## src/rtl/amp_array_pkg.sv

```systemverilog
// amp_array_pkg: mode encoding and the fixed-point round-and-clamp helpers shared by the amplifier array.
package amp_array_pkg;
  typedef enum logic {AMP = 1'b0, GYR = 1'b1} mode_e;

  function automatic longint round_shift(longint p, int frac);
    return (p + (longint'(1) <<< (frac - 1))) >>> frac;
  endfunction

  function automatic logic out_of_range(longint p, int w, int frac);
    longint r = round_shift(p, frac);
    return r > (longint'(1) <<< (w - 1)) - 1 || r < -(longint'(1) <<< (w - 1));
  endfunction

  function automatic longint round_sat(longint p, int w, int frac);
    longint r = round_shift(p, frac);
    longint hi = (longint'(1) <<< (w - 1)) - 1;
    longint lo = -(longint'(1) <<< (w - 1));
    return r > hi ? hi : (r < lo ? lo : r);
  endfunction
endpackage

```

## src/rtl/amp_array_sat.sv

```systemverilog
// amp_array_sat: rounds one channel's full-width product half-up and clamps it to a W-bit sample.
module amp_array_sat
  import amp_array_pkg::*;
#(
  parameter int W    = 16,
  parameter int GW   = 8,
  parameter int FRAC = 4
) (
  input  logic signed [W+GW:0] prod,
  output logic signed [W-1:0]  y,
  output logic                 sat
);
  assign y   = W'(round_sat(longint'(prod), W, FRAC));
  assign sat = out_of_range(longint'(prod), W, FRAC);
endmodule

```

## src/rtl/amp_array.sv

```systemverilog
// amp_array: per-channel gain (AMP) or pairwise gyrator (GYR) stage with a two-deep
// stallable pipeline: products registered first, rounded/saturated samples second.
module amp_array
  import amp_array_pkg::*;
#(
  parameter int NCH  = 4,
  parameter int W    = 16,
  parameter int GW   = 8,
  parameter int FRAC = 4
) (
  input  logic                       clk,
  input  logic                       rst_n,
  input  logic                       s_valid,
  output logic                       s_ready,
  input  logic [NCH*W-1:0]           s_data,
  output logic                       m_valid,
  input  logic                       m_ready,
  output logic [NCH*W-1:0]           m_data,
  output logic [NCH-1:0]             m_sat,
  input  logic                       cfg_we,
  input  logic [$clog2(NCH)-1:0]     cfg_ch,
  input  logic [GW-1:0]              cfg_gain,
  input  logic                       mode
);
  localparam int PW = W + GW + 1;
  if (NCH < 2 || NCH % 2 != 0) begin : g_bad_nch
    $error("amp_array: NCH must be even and at least 2");
  end
  if (FRAC < 1 || FRAC >= GW) begin : g_bad_frac
    $error("amp_array: FRAC must satisfy 1 <= FRAC < GW");
  end
  logic signed [GW-1:0] gain [NCH];
  logic signed [PW-1:0] prod_c [NCH];
  logic signed [PW-1:0] prod_q [NCH];
  logic [NCH*W-1:0]     y_c;
  logic [NCH-1:0]       sat_c;
  logic                 v1;
  logic                 en;
  mode_e                md;
  assign en      = !m_valid || m_ready;
  assign s_ready = en;
  assign md      = mode_e'(mode);
  for (genvar c = 0; c < NCH; c++) begin : g_ch
    localparam int P = c ^ 1;
    logic signed [PW-1:0] g_x, x_s, p;
    assign g_x = PW'(gain[c]);
    assign x_s = PW'($signed(md == GYR ? s_data[P*W +: W] : s_data[c*W +: W]));
    assign p   = g_x * x_s;
    // negate the widened product so -(-2^(W-1)) stays representable
    assign prod_c[c] = (md == GYR && c % 2 == 0) ? -p : p;
    amp_array_sat #(.W(W), .GW(GW), .FRAC(FRAC)) u_sat (
      .prod(prod_q[c]),
      .y   (y_c[c*W +: W]),
      .sat (sat_c[c])
    );
  end
  always_ff @(posedge clk or negedge rst_n) begin
    if (!rst_n) begin
      for (int i = 0; i < NCH; i++) gain[i] <= GW'(1 << FRAC);
    end else if (cfg_we) begin
      gain[cfg_ch] <= cfg_gain;
    end
  end
  always_ff @(posedge clk or negedge rst_n) begin
    if (!rst_n) begin
      v1      <= 1'b0;
      m_valid <= 1'b0;
      m_data  <= '0;
      m_sat   <= '0;
      for (int i = 0; i < NCH; i++) prod_q[i] <= '0;
    end else if (en) begin
      v1      <= s_valid;
      m_valid <= v1;
      if (s_valid) prod_q <= prod_c;
      if (v1) begin
        m_data <= y_c;
        m_sat  <= sat_c;
      end
    end
  end
endmodule

```

## config.mk

```make
export PLATFORM = sky130hd
export DESIGN_NAME = amp_array
export DESIGN_NICKNAME = d
export VERILOG_FILES = /design/src/rtl/amp_array_pkg.sv /design/src/rtl/amp_array_sat.sv /design/src/rtl/amp_array.sv
export SDC_FILE = /design/constraint.sdc
export NUM_CORES = 2
export LEC_CHECK = 0
export CAP_MARGIN = 15
export CORE_MARGIN = 1
export CORE_UTILIZATION = 25
export DETAILED_ROUTE_END_ITERATION = 10
export PLACE_DENSITY = 0.45
export SYNTH_ARGS = -nofsm -noshare
export SYNTH_HDL_FRONTEND = slang
export SYNTH_SLANG_ARGS = --single-unit
```

## constraint.sdc

```tcl
create_clock -name clk -period 13.4 [get_ports clk]
set_input_delay 2.68 -clock clk [delete_from_list [all_inputs] [get_ports clk]]
set_output_delay 2.68 -clock clk [all_outputs]
set_load 0.01 [all_outputs]
```

# Word level (Yosys, flattened, before mapping)
# Index checks and enable logic that the tools add are counted.
# totals
reg_bits	200
latch_bits	0
mem_bits_rw	0
romBits	0
input_bits	80
elab_cells	59
n_memories	0
# op_classes
add_sub_neg	6
multipliers	4
n_div	0
order_cmp	10
n_eq_ne	0
shifts	0
muxes	17
bitwise	1
reduce_logical	9
# op_table
op	count
$mux 16	12
$mul 8x16->24	4
$add 25x5->26 const B	2
$add 24x5->25 const B	2
$mux 25	2
$neg 24->25	2
$gt 22x16->1 const B	2
$lt 22x16->1 const B	2
$gt 21x16->1 const B	2
$lt 21x16->1 const B	2
$bwmux 32	1
$demux 8 s2	1
$mux 8	1
$logic_or 1x1->1	5
$reduce_and 2->1	2
$ge 3x3->1 const B	1
$lt 3x1->1 const B	1
$not 2->3	1
$logic_and 1x1->1	1
$logic_not 1->1	1

# Depth between registers and ports, before layout
# logic_depth
word_depth	6
mapped_depth	25
depth_no_buf	21

# By module
# Synthesis repeated with hierarchy kept, for this count alone.
# hier_totals
hier_cells	3243
area_unflattened_um2	30125.1
# by_module_without_submodules
module	instances	cells_each	area_per_inst_um2	seq_area_each_um2
amp_array	1	2859	27412.5	5009.8
amp_array_sat	4	96	678.2	0.0

# Worst setup path before layout
# OpenSTA, ideal clock, no wires.
# synth_path
kind	input-to-reg
startpoint	input mode
endpoint	register prod_q[95] (netlist bit)
setup_time_ns	0.129
arrival_ns	9.116
required_ns	13.271
path_slack_ns	4.155
path_stages	23
n_path_buf	3
cell_sequence	buf_2 -> buf_1 -> clkbuf_1 -> mux2i_1 -> nor2b_1 -> ha_1 -> fa_1 -> ha_1 -> inv_1 -> fa_1 -> inv_1 -> ha_1 -> fa_1 -> or4b_4 -> a2111oi_4 -> o221ai_2 -> nor3_2 -> nand4b_1 -> or2_4 -> or4_4 -> o31ai_4 -> xnor2_1 -> o21ai_1
# synth_via
elab_chain_cells	4
# synth_lines
element	line_no	text
start: declaration	amp_array.sv:23	input logic mode
$mux 16	amp_array.sv:47	assign x_s = PW'($signed(md == GYR ? s_data[P*W +: W] : s_data[c*W +: W]));
$mul 8x16->24	amp_array.sv:48	assign p = g_x * x_s;
$neg 24->25	amp_array.sv:50	assign prod_c[c] = (md == GYR && c % 2 == 0) ? -p : p;
$mux 25 *	amp_array.sv:50	
end signal: assignment	amp_array.sv:74	if (s_valid) prod_q <= prod_c;
end: declaration	amp_array.sv:34	logic signed [PW-1:0] prod_q [NCH];
# Mark *: on every way between the ends. The rest lies on a longest branch, timed or not.
# A chain may end at the register's enable or synchronous reset.

# Worst setup path in the final report
# layout_path
startpoint	input mode
endpoint	register prod_q[49] (netlist bit)
# Same word-level chain as after synthesis.

==> metrics.txt <==
# TYPE chip_impl_metric gauge
chip_impl_metric{name="post_synth_xor_area_fraction",unit=""} 0.0534
chip_impl_metric{name="synth_compound_area_frac",unit=""} 0.107
chip_impl_metric{name="worst_path_largest_cell_delay",unit="ns"} 0.82
chip_impl_metric{name="h-tree-depth",unit=""} 4
chip_impl_metric{name="num_rows",unit=""} 123
chip_impl_metric{name="slew-limit-headroom",unit=""} 0.312
chip_impl_metric{name="core_area",unit="um2"} 113000
chip_impl_metric{name="timing.critical_path.required",unit="ns"} 13.82
chip_impl_metric{name="ant_nets",unit=""} 0
chip_impl_info{name="main_combinational_cell_family_by_area_after_synthesis",value="adder cells"} 1
chip_impl_metric{name="synth_edf_count",unit=""} 0
chip_impl_metric{name="postCtsSetupBuffers",unit=""} 0
chip_impl_metric{name="drt_pass1_iterations",unit=""} 5
chip_impl_metric{name="finalSetupViolations",unit=""} 0
chip_impl_info{name="cts_root_buffer",value="clkbuf_16"} 1
chip_impl_metric{name="grt_antenna_before_repair",unit=""} 8
chip_impl_metric{name="start_util",unit=""} 0.253
chip_impl_metric{name="drt_wl_total",unit="um"} 75200
chip_impl_metric{name="clk_transition_reported_paths",unit="ns"} 0.09
chip_impl_metric{name="cp_max_fo",unit=""} 53
chip_impl_metric{name="drive_gt1_frac",unit=""} 0.0518
chip_impl_info{name="timing.hold.worst.class",value="flip-flop to flip-flop"} 1
chip_impl_info{name="cpMostUsedCell",value="fa_1"} 1
chip_impl_metric{name="final-hold-violation-count",unit=""} 0
chip_impl_metric{name="place_congestion",unit=""} 0.797
chip_impl_metric{name="dieWidth",unit="um"} 340
chip_impl_metric{name="r2r_cells",unit=""} 20
chip_impl_metric{name="route.detailed.drc",unit=""} 0
chip_impl_metric{name="area.growth.synth_to_final",unit="%"} 13.1
chip_impl_metric{name="routed_via_density",unit=""} 4.42
chip_impl_metric{name="average_wire_length_per_cell_after_detail_routing",unit="um"} 15.8
chip_impl_metric{name="drt_iter0_drc",unit=""} 971
chip_impl_metric{name="r2r_slack",unit="ns"} 6.79
chip_impl_info{name="tritoncts",value="done"} 1
chip_impl_metric{name="postSynthCellCount",unit=""} 3140
chip_impl_info{name="crit_path_start_kind",value="input pin"} 1
chip_impl_metric{name="fp.dieArea",unit="um2"} 116000
chip_impl_metric{name="clkLatencyLatePin",unit="ns"} 0.52
chip_impl_metric{name="wire_length_of_the_first_global_routing_pass",unit="um"} 123000
chip_impl_metric{name="synth-seq-cells",unit=""} 188
chip_impl_metric{name="maximum_number_of_pins_on_one_net_before_global_route_repair",unit=""} 95
chip_impl_metric{name="vert_die_dim",unit="um"} 340
chip_impl_metric{name="max_slew.worst_pin.slew",unit="ns"} 1.00
chip_impl_metric{name="nets",unit=""} 3902
chip_impl_info{name="ys_dominant_reg_cell",value="dfrtp_1"} 1
chip_impl_metric{name="cts-root-to-sink-buffers",unit=""} 2
chip_impl_metric{name="timing.fmax",unit="MHz"} 105
chip_impl_metric{name="io_buffers",unit=""} 149
chip_impl_metric{name="syn_avg_cell_area",unit="um2"} 9.09
chip_impl_metric{name="synth-seq-area-share",unit=""} 0.165
chip_impl_info{name="grt_setup_unrepaired",value="no"} 1
chip_impl_metric{name="cp_num_cells",unit=""} 21
chip_impl_metric{name="worst_hold_path.num_cells",unit=""} 2
chip_impl_metric{name="synth_fa_ha_area_frac",unit=""} 0.368
chip_impl_metric{name="cell_area_synth",unit="um2"} 28500
chip_impl_metric{name="cts_buffers",unit=""} 17
chip_impl_metric{name="dp_slack",unit="ns"} 3.37
chip_impl_metric{name="finish.utilization",unit=""} 0.286
chip_impl_info{name="path_cells",value="buf_4, buf_4, mux2i_1, nor2b_1, fa_1, fa_1, fa_1, inv_1, fa_1, inv_1, ha_1, o21ai_0, nor4b_1, a211o_1, nand2_1, o311ai_0, nor2_1, nand4b_1, o21ai_1, mux2_2, o21ai_0"} 1
chip_impl_metric{name="synth_warnings",unit=""} 0
chip_impl_metric{name="post_cts_resize_count",unit=""} 0
chip_impl_metric{name="layout_min_cycle_time",unit="ns"} 9.50
chip_impl_metric{name="syn-num-nets",unit=""} 3812
chip_impl_metric{name="post_synth_and_or_nand_nor_area_fraction",unit=""} 0.179
chip_impl_info{name="cp_slowest_cell",value="o311ai_0"} 1
chip_impl_metric{name="max-cap-violations",unit=""} 0
chip_impl_info{name="timing.setup.critical_path_class",value="input pin to flip-flop"} 1
chip_impl_metric{name="crit_buf_inv",unit=""} 4
chip_impl_metric{name="vias",unit=""} 21000
chip_impl_metric{name="data_arrival_critical_path",unit="ns"} 9.92
chip_impl_info{name="run_status",value="finished, final reports clean"} 1
chip_impl_metric{name="post_cts_hold_buffer_count",unit=""} 0
chip_impl_metric{name="postLayoutSetupSlackWorst",unit="ns"} 3.90
chip_impl_metric{name="synth.area.mux_share",unit=""} 0.0416
chip_impl_metric{name="first_global_vias",unit=""} 21700
chip_impl_metric{name="skew",unit="ns"} 0.0184
chip_impl_metric{name="dp_hpwl",unit="um"} 62000
chip_impl_metric{name="setup_total_negative_slack",unit="ns"} 0
chip_impl_metric{name="max_transition_viols_final",unit=""} 0
chip_impl_info{name="cp_top_family",value="adder cells"} 1
chip_impl_info{name="worst_setup_path_end_kind",value="flip-flop"} 1
chip_impl_metric{name="boundaryPins",unit=""} 150
chip_impl_metric{name="fillCellCount",unit=""} 12100
chip_impl_metric{name="total_global_routing_overflow",unit=""} 0
chip_impl_metric{name="timing.final.crit_share",unit=""} 0.709
chip_impl_metric{name="gr-usage-all-layers",unit=""} 0.135
chip_impl_metric{name="synth.distinct_cells",unit=""} 80
chip_impl_metric{name="cts_num_sinks",unit=""} 188
chip_impl_metric{name="share_of_synthesized_flip_flops_with_an_asynchronous_set_or_reset",unit=""} 1.00
## registers in the layout (all words and copies together) (netlist names)
register and count:
g_ch.g_x 32, m_data 64, m_sat 4, m_valid 1, prod_q 86, v1 1
## cell type report
type,instances,area (um2),share of cell area
sequential,188,4710,0.146
clock inverter,13,125,0.00387
tap,1500,1880,0.0581
inverter,559,2100,0.0650
clock buffer,19,453,0.0140
multi-input combinational,2298,21400,0.663
timing repair buffer,166,1620,0.0501
antenna,1,2.50,0.0000775
## worst register-to-register path, stage by stage, from the launching register on
cell	delay, ns
dfrtp_1	0.61
inv_1	0.32
or2_2	0.39
fa_1	0.52
fa_1	0.55
inv_1	0.05
fa_1	0.53
inv_1	0.05
fa_1	0.52
inv_1	0.04
ha_1	0.35
o21a_1	0.22
a21oi_1	0.30
mux2_2	0.39
nor2_1	0.18
nand4b_1	0.20
or2_4	0.29
or4_4	0.55
o31ai_4	0.19
xnor2_1	0.14
o21ai_1	0.07
## cells by family (layout without fill, tap and decap cells)
kind of cell               after synthesis  count (layout)
AOI/OAI and AO/OA                      461             461
and+or+nand+nor                        961             961
xor gates and xnor gates               174             174
adders and majority gates              592             592
muxes                                  110             110
other                                    0               1
DFF                                    188             188
buffers and inverters                  654             757
## through the flow
step / instance area [um2] / cells / hold slack, ns
3_3_place_gp: 31700 / 4709 / 0.467
6_report: 32300 / 4744 / 0.487
2_1_floorplan: 28500 / 3140 / 0.451
5_1_grt: 32300 / 4743 / 0.510
4_1_cts: 32300 / 4741 / 0.492
3_5_place_dp: 31700 / 4709 / 0.473
## per-layer routing
layer / share of wire / wire (um) / vias to the layer above / track usage
li1: - / - / 10200 / -
met1: 0.52 / 38800 / 10500 / 0.199
met2: 0.44 / 32700 / 274 / 0.206
met3: 0.040 / 3000 / 31 / 0.0232
met4: 0.0085 / 641 / 0 / 0.0241
met5: 0 / 0 / - / 0
## cell usage after synthesis, drive strengths merged (64+ instances only)
library cell | n | area share
and2 | 118 | 0.026
clkbuf | 83 | 0.011
dfrtp | 184 | 0.16
fa | 412 | 0.29
ha | 180 | 0.079
inv | 559 | 0.074
mux2 | 64 | 0.025
nand2 | 272 | 0.036
nand2b | 67 | 0.015
nor2 | 90 | 0.012
nor2b | 231 | 0.051
o21ai | 158 | 0.028
xnor2 | 100 | 0.031
xor2 | 74 | 0.023
## worst paths after layout
kind | start | to
max in group asynchronous | rst_n | prod_q[67]
max | mode | prod_q[49]
min in group asynchronous | rst_n | m_data[43]
max reg2reg | g_ch[0].g_x[7] | prod_q[95]
min | m_data[30] | m_data[30]
min reg2reg | m_data[30] | m_data[30]
## placed cells by master (no fill, tap or decap), drive strengths merged, types with 6 or more instances in the layout
master / instances
nand3b: 7
dfrtp: 184
nand2b: 67
and3: 18
a31oi: 11
nor3b: 8
nor2b: 231
a211o: 8
nand2: 272
and2: 118
a2111oi: 8
a21o: 19
xnor2: 100
mux2i: 46
o211ai: 48
buf: 19
o21a: 49
or2: 24
clkdlybuf4s50: 147
o21ai: 158
mux2: 64
fa: 412
o31ai: 19
nand3: 45
a21oi: 62
nor2: 90
nor3: 25
ha: 180
xor2: 74
a21boi: 11
or3: 6
inv: 567
clkbuf: 19
and4: 6
a211oi: 13
nand4: 22
Power is not shown: default switching activity piles up to over one toggle a cycle in this logic, so the estimate is an artifact.
